==> src/rtl/pipeline_control.sv <==
// Central sequencer for the five-stage pipeline: arbitrates freeze, stall and
// redirect requests into stage enables, with a memory-timeout halt and debug counters.
module pipeline_control #(
  parameter int MEM_TIMEOUT = 255,
  parameter int CNT_WIDTH   = 16
) (
  input  logic                 Clk,
  input  logic                 ResetN,
  input  logic                 Stall,
  input  logic                 Branch,
  input  logic                 Jump,
  input  logic                 MemBusy,
  output logic                 PCWrite,
  output logic [1:0]           PCSel,
  output logic                 IFIDWrite,
  output logic                 IFIDFlush,
  output logic                 IDEXBubble,
  output logic                 EXMEMWrite,
  output logic                 MEMWBWrite,
  output logic                 BusError,
  output logic [CNT_WIDTH-1:0] StallCycles,
  output logic [CNT_WIDTH-1:0] FlushCount
);

  typedef enum logic [1:0] {RUN, REDIRECT, MEMWAIT, HALT} state_t;

  localparam logic [15:0] TIMEOUT = 16'(MEM_TIMEOUT);
  localparam logic [CNT_WIDTH-1:0] CNT_ONE = {{(CNT_WIDTH-1){1'b0}}, 1'b1};

  state_t                 state_q, state_d;
  logic [15:0]            wait_q, wait_d, busy_run;
  logic [CNT_WIDTH-1:0]   stall_q, flush_q;
  logic                   berr_q;
  logic                   stall_inc, flush_inc, berr_set;

  function automatic logic [CNT_WIDTH-1:0] sat_inc(input logic [CNT_WIDTH-1:0] v);
    return (&v) ? v : v + CNT_ONE;
  endfunction

  always_comb begin
    PCWrite    = 1'b1;
    PCSel      = 2'b00;
    IFIDWrite  = 1'b1;
    IFIDFlush  = 1'b0;
    IDEXBubble = 1'b0;
    EXMEMWrite = 1'b1;
    MEMWBWrite = 1'b1;
    state_d    = RUN;
    wait_d     = '0;
    stall_inc  = 1'b0;
    flush_inc  = 1'b0;
    berr_set   = 1'b0;
    // Busy cycles seen so far in this run of MemBusy, including the current one.
    busy_run   = (state_q == MEMWAIT) ? wait_q + 16'd1 : 16'd1;

    if (state_q == HALT) begin
      PCWrite    = 1'b0;
      IFIDWrite  = 1'b0;
      EXMEMWrite = 1'b0;
      MEMWBWrite = 1'b0;
      state_d    = HALT;
    end else if (MemBusy) begin
      PCWrite    = 1'b0;
      IFIDWrite  = 1'b0;
      EXMEMWrite = 1'b0;
      MEMWBWrite = 1'b0;
      stall_inc  = 1'b1;
      if (busy_run == TIMEOUT) begin
        state_d  = HALT;
        berr_set = 1'b1;
      end else begin
        state_d  = MEMWAIT;
        wait_d   = busy_run;
      end
    end else if (state_q != REDIRECT) begin
      // Requests in REDIRECT belong to the squashed slot and are dropped.
      if (Stall) begin
        PCWrite    = 1'b0;
        IFIDWrite  = 1'b0;
        IDEXBubble = 1'b1;
        stall_inc  = 1'b1;
      end else if (Jump || Branch) begin
        PCSel     = Jump ? 2'b10 : 2'b01;
        IFIDFlush = 1'b1;
        flush_inc = 1'b1;
        state_d   = REDIRECT;
      end
    end

    if (!ResetN) begin
      PCWrite    = 1'b0;
      PCSel      = 2'b00;
      IFIDWrite  = 1'b0;
      IFIDFlush  = 1'b1;
      IDEXBubble = 1'b1;
      EXMEMWrite = 1'b0;
      MEMWBWrite = 1'b0;
    end
  end

  always_ff @(posedge Clk or negedge ResetN) begin
    if (!ResetN) begin
      state_q <= RUN;
      wait_q  <= '0;
      stall_q <= '0;
      flush_q <= '0;
      berr_q  <= 1'b0;
    end else begin
      state_q <= state_d;
      wait_q  <= wait_d;
      if (stall_inc) stall_q <= sat_inc(stall_q);
      if (flush_inc) flush_q <= sat_inc(flush_q);
      if (berr_set)  berr_q  <= 1'b1;
    end
  end

  assign BusError    = berr_q;
  assign StallCycles = stall_q;
  assign FlushCount  = flush_q;

endmodule
==> config.mk <==
export PLATFORM = sky130hd
export DESIGN_NAME = pipeline_control
export DESIGN_NICKNAME = d
export VERILOG_FILES = /design/src/rtl/pipeline_control.sv
export SDC_FILE = /design/constraint.sdc
export NUM_CORES = 1
export LEC_CHECK = 0
export CORE_ASPECT_RATIO = 0.5
export CORE_MARGIN = 2
export CORE_UTILIZATION = 40
export DETAILED_ROUTE_END_ITERATION = 7
export PLACE_DENSITY = 0.72
export SETUP_SLACK_MARGIN = 0.05
export SLEW_MARGIN = 20
export SYNTH_ARGS = -nofsm -noshare
export SYNTH_HDL_FRONTEND = slang
export SYNTH_SLANG_ARGS = --single-unit
==> constraint.sdc <==
create_clock -name Clk -period 6.3 [get_ports Clk]
set_input_delay 1.26 -clock Clk [delete_from_list [all_inputs] [get_ports Clk]]
set_output_delay 1.26 -clock Clk [all_outputs]
set_load 0.01 [all_outputs]
Word-level counts from Yosys, hierarchy flattened. Index checks and enable logic that the tools add are counted.

Flip-flop bits (word level): 51. Output and inout bits: 41.

Equal/unequal tests: 4. Muxes and demuxes: 41. Reductions and logical operators: 5. Bitwise operators: 2. $add $sub $neg: 3.

Operators by type and width (count): $mux 16 (4); $add 16x1->16 const B (3); $reduce_and 16->1 (2); $mux 1 (28); $mux 2 (9); $eq 16x8->1 const B (1); $eq 2x2->1 const B (2); $reduce_and 2->1 (2); $ne 2x1->1 const B (1); $not 1->1 (2); $logic_or 1x1->1 (1).

Depth between registers and ports, before layout.
Depth in word-level cells: 7. Gate-level depth with buffers: 7.

Worst setup path after synthesis. OpenSTA, ideal clock, no wires.

Path kind: input to output. From: in MemBusy. To: out PCWrite. Path slack: 2.695 ns. Arrival: 2.345 ns. Buffers on the path: 2. Stages on the path: 5. Cells stage by stage: buf_2 -> a21oi_1 -> and2_1 -> a21boi_0 -> buf_4.

Word-level cells in the longest chain between the ends: 3.

Ends and longest elaborated chain: from (decl) (line 12) `input logic MemBusy,`; $mux 1 (3 in a row); to (decl) (line 13) `output logic PCWrite,`.

No other way between the ends.

Worst setup path in the final report.
From: in MemBusy. To: out IFIDWrite.

Word-level cells in the longest chain between the ends: 3.

Ends and longest elaborated chain: $mux 1 (line 62) `end else if (MemBusy) begin`; $mux 1 (line 56) `if (state_q == HALT) begin`; $mux 1 (line 90) `if (!ResetN) begin`; to (decl) (line 15) `output logic IFIDWrite,`.

No other way between the ends.

==> impl_metrics.prom <==
# TYPE chip_impl_metric gauge
chip_impl_info{name="outcome",value="complete, no violations"} 1
chip_impl_info{name="timing_worst_setup_path_type",value="in -> out"} 1
chip_impl_metric{name="p_switching",unit="mW"} 0.272
chip_impl_metric{name="total_power",unit="mW"} 0.962
chip_impl_metric{name="grt_max_degree",unit=""} 35
chip_impl_metric{name="holdBufCountCts",unit=""} 0
chip_impl_metric{name="fin_tns_setup",unit="ps"} 0
chip_impl_metric{name="min_period_over_period",unit=""} 0.691
chip_impl_metric{name="gpl.final_weighted_congestion",unit=""} 0.815
chip_impl_metric{name="fp.dieArea",unit="um2"} 7760
chip_impl_info{name="synth_top_cells_by_area",value="sky130_fd_sc_hd__dfrtp_1 45%, sky130_fd_sc_hd__xor2_1 6.9%, sky130_fd_sc_hd__xnor2_1 6.5%"} 1
chip_impl_metric{name="achievable-frequency",unit="MHz"} 230
chip_impl_metric{name="tritoncts.num_buffers",unit=""} 5
chip_impl_metric{name="post_layout_nonfiller_instances",unit=""} 417
chip_impl_metric{name="drt-total-wl",unit="um"} 6170
chip_impl_metric{name="maxCapViolations",unit=""} 0
chip_impl_metric{name="power_report.internal_total",unit="mW"} 0.691
chip_impl_metric{name="areaGrowthSynthToFinish",unit="%"} 23.8
chip_impl_metric{name="placeableCoreArea",unit="um2"} 6750
chip_impl_info{name="tritoncts",value="yes"} 1
chip_impl_metric{name="io_pins",unit=""} 47
chip_impl_metric{name="hold_slack",unit="ps"} 488
chip_impl_metric{name="final.min_clock_period",unit="ps"} 4350
chip_impl_metric{name="met2RoutedLength",unit="um"} 3040
chip_impl_metric{name="yosysTopAreaCellShare",unit=""} 0.454
chip_impl_metric{name="grt_overflow_total",unit=""} 0
chip_impl_metric{name="met1_length",unit="um"} 2930
chip_impl_info{name="critPathTopFamily",value="buffers and inverters"} 1
chip_impl_metric{name="final.setup_skew",unit="ps"} 4.31
chip_impl_metric{name="drive_above_1_share",unit=""} 0.0769
chip_impl_metric{name="comb_power_share",unit=""} 0.227
chip_impl_metric{name="timing.critical_path.depth",unit=""} 5
chip_impl_metric{name="grt_pass1_wl",unit="um"} 10500
chip_impl_info{name="hold_path_class",value="reg -> reg"} 1
chip_impl_metric{name="synthesis.instances",unit=""} 281
chip_impl_metric{name="number_of_iterations_in_the_first_detailed_routing_pass",unit=""} 4
chip_impl_metric{name="timing.critical_path.buf_inv",unit=""} 2
chip_impl_metric{name="max_slew_margin",unit=""} 0.497
chip_impl_metric{name="clkSinkCount",unit=""} 51
chip_impl_metric{name="clk_pin_slew",unit="ps"} 60
chip_impl_metric{name="clockBufferDepth",unit=""} 2
chip_impl_metric{name="hpwlAfterDp",unit="um"} 4420
chip_impl_metric{name="post_cts.repair.setup_buffers",unit=""} 0
chip_impl_metric{name="number_of_diodes_added_for_antenna_fixing",unit=""} 0
chip_impl_metric{name="report.final.setup_viol",unit=""} 0
chip_impl_metric{name="count_of_yosys_warnings_during_synthesis",unit=""} 0
chip_impl_metric{name="final_nets",unit=""} 333
chip_impl_metric{name="synth.distinct_cells",unit=""} 49
chip_impl_info{name="slowest_stage",value="sky130_fd_sc_hd__clkdlybuf4s50_1"} 1
chip_impl_metric{name="p_sw_frac",unit=""} 0.282
chip_impl_metric{name="post-place-cells",unit=""} 409
chip_impl_metric{name="timing.final.max_slew_violations",unit=""} 0
chip_impl_metric{name="remaining_antenna_violation_count",unit=""} 0
chip_impl_metric{name="filler_cell_count",unit=""} 605
chip_impl_metric{name="synth_edf_count",unit=""} 0
chip_impl_info{name="dominantRegCellSynth",value="sky130_fd_sc_hd__dfrtp_1"} 1
chip_impl_metric{name="drt_drc_violations_left",unit=""} 0
chip_impl_metric{name="synth-seq-cells",unit=""} 51
chip_impl_metric{name="total_grt_usage",unit=""} 0.168
chip_impl_metric{name="first_global_vias",unit=""} 2215
chip_impl_info{name="path_common_cell",value="sky130_fd_sc_hd__clkdlybuf4s50_1"} 1
chip_impl_metric{name="met3_wirelength_from_detailed_routing",unit="um"} 132
chip_impl_metric{name="vias_per_cell",unit=""} 5.35
chip_impl_metric{name="std_cell_rows",unit=""} 21
chip_impl_metric{name="synth_sequential_area_ratio",unit=""} 0.454
chip_impl_metric{name="clock_power_share",unit=""} 0.322
chip_impl_info{name="post-synth-top-area-cell",value="sky130_fd_sc_hd__dfrtp_1"} 1
chip_impl_metric{name="mappedNetlistNets",unit=""} 290
chip_impl_metric{name="dr_total_vias",unit=""} 2231
chip_impl_metric{name="htreeDepth",unit=""} 2
chip_impl_metric{name="timing.final.hold_violations",unit=""} 0
chip_impl_metric{name="dieHeight",unit="um"} 63.3
chip_impl_metric{name="r2r_cells",unit=""} 6
chip_impl_metric{name="die_w",unit="um"} 123
chip_impl_metric{name="timing.critical_path.required",unit="ps"} 5040
chip_impl_info{name="highest-signal-layer",value="met4"} 1
chip_impl_metric{name="worst_ir_drop_vdd",unit="uV"} 163
chip_impl_info{name="kind_of_capture_point_of_the_worst_setup_path",value="primary output"} 1
chip_impl_metric{name="postSynth.asyncResetShare",unit=""} 1.00
chip_impl_metric{name="cp_data_arrival_time",unit="ps"} 3090
chip_impl_metric{name="cts.repair.resized",unit=""} 0
chip_impl_info{name="crit_chain",value="clkdlybuf4s50_1, a21oi_1, and2_1, a21boi_0, clkdlybuf4s50_1"} 1
chip_impl_metric{name="synth.cell_area",unit="um2"} 2810
chip_impl_metric{name="tightestPinTransition",unit="ps"} 753
chip_impl_metric{name="power.static_leakage",unit="nW"} 1.46
chip_impl_metric{name="whs_path_depth",unit=""} 1
chip_impl_metric{name="numPortBuffers",unit=""} 46
chip_impl_metric{name="route.detailed.wl_per_inst",unit="um"} 14.8
chip_impl_metric{name="syn_avg_cell_area",unit="um2"} 10.0
chip_impl_metric{name="max_stage_delay",unit="ps"} 590
chip_impl_metric{name="power.sequential.fraction",unit=""} 0.451
chip_impl_metric{name="clock_insertion_delay_worst_skew",unit="ps"} 280
chip_impl_info{name="worst_setup_path_start_kind",value="input port"} 1
chip_impl_metric{name="power_density",unit="nW/um2"} 276
chip_impl_metric{name="detail_route.iter0.violations",unit=""} 108
chip_impl_metric{name="crit_fanout",unit=""} 11
chip_impl_metric{name="grt_antenna_before_repair",unit=""} 0
chip_impl_metric{name="floorplan.initialDensity",unit=""} 0.416
chip_impl_info{name="unrepaired_setup_endpoints_after_global_routing",value="false"} 1
chip_impl_info{name="root_buffer",value="sky130_fd_sc_hd__clkbuf_16"} 1
==> cell usage in the layout, fill, tap and decap left out, drive strengths merged, types with 7 or more instances in the layout <==
cell           count
a21oi             12
nand4             11
nand2             34
nor2              21
and4               7
dfrtp             51
nor3              12
xnor2             21
nand3             14
xor2              22
clkdlybuf4s50     45
and2               8
==> synth_stat cells (8+ instances only) <==
cell type,n
sky130_fd_sc_hd__a21oi_1,11
sky130_fd_sc_hd__dfrtp_1,51
sky130_fd_sc_hd__nand2_1,34
sky130_fd_sc_hd__nor3_1,10
sky130_fd_sc_hd__nand4_1,10
sky130_fd_sc_hd__nand3_1,12
sky130_fd_sc_hd__xor2_1,22
sky130_fd_sc_hd__xnor2_1,21
sky130_fd_sc_hd__nor2_1,21
sky130_fd_sc_hd__and2_1,8
==> registers in the layout, summed over array words and instances, names as in the netlist <==
register and count:
FlushCount 16, state_q 2, StallCycles 16, wait_q 16, BusError 1
==> power by group through the flow <==
stage / combinational, mW / clock (mW) / sequential (mW)
2_1_floorplan: 0.0895 / 0 / 0.444
3_3_place_gp: 0.214 / 0 / 0.436
3_5_place_dp: 0.219 / 0 / 0.438
4_1_cts: 0.220 / 0.318 / 0.434
5_1_grt: 0.239 / 0.333 / 0.443
6_report: 0.219 / 0.310 / 0.434
==> worst reg2reg max path, stage by stage, from the launching register on <==
cell	delay (ps)
sky130_fd_sc_hd__dfrtp_1	500
sky130_fd_sc_hd__ha_1	360
sky130_fd_sc_hd__nand3_2	210
sky130_fd_sc_hd__and4bb_2	360
sky130_fd_sc_hd__xor2_1	370
sky130_fd_sc_hd__o21ai_0	210
sky130_fd_sc_hd__a41o_1	280
==> per-layer routing <==
metal  global-route usage  vias to the layer above
li1                     -                     1073
met1                0.231                     1115
met2                0.278                       34
met3               0.0217                        9
met4               0.0517                        0
met5                    0                        -
==> layout make-up <==
type / instances / area (um2) / area share
clock inverters: 2 / 35.0 / 0.0101
repair buffers: 47 / 463 / 0.133
flip-flops and latches: 51 / 1280 / 0.367
multi-input cells: 213 / 1430 / 0.411
well taps: 92 / 115 / 0.0331
clock buffers: 6 / 139 / 0.0399
inverters: 6 / 22.5 / 0.00647
==> path summary, 6_finish.rpt <==
path / startpoint / to / slack, ps
worst max-delay path: MemBusy / IFIDWrite / 1950
worst min-delay path: StallCycles[7]$_DFFE_PN0P_ / StallCycles[7]$_DFFE_PN0P_ / 490
worst max register to register: wait_q[0]$_DFF_PN0_ / state_q[0]$_DFF_PN0_ / 3900
worst min register to register: StallCycles[7]$_DFFE_PN0P_ / StallCycles[7]$_DFFE_PN0P_ / 490
max in group asynchronous: ResetN / StallCycles[6]$_DFFE_PN0P_ / 4540
min in group asynchronous: ResetN / FlushCount[15]$_DFFE_PN0P_ / 940
==> kinds of logic after synthesis <==
kind of cell,share of synthesized area
adders and majority gates,0.0134
xor gates and xnor gates,0.134
muxes,0.0116
DFF,0.454
buffers and inverters,0.0374
AOI/OAI and AO/OA,0.0966
and+or+nand+nor,0.253
==> metrics by stage <==
| step | util | cell area (um2) | setup slack (ps) |
|---|---|---|---|
| 5_1_grt | 0.515 | 3480 | 1750 |
| 2_1_floorplan | - | 2810 | 2690 |
| 6_report | 0.515 | 3480 | 1950 |
| 4_1_cts | 0.515 | 3480 | 1930 |
| 3_5_place_dp | 0.490 | 3310 | 1950 |
| 3_3_place_gp | 0.490 | 3310 | 1990 |
No activity file was read; power rests on OpenSTA's default activity.
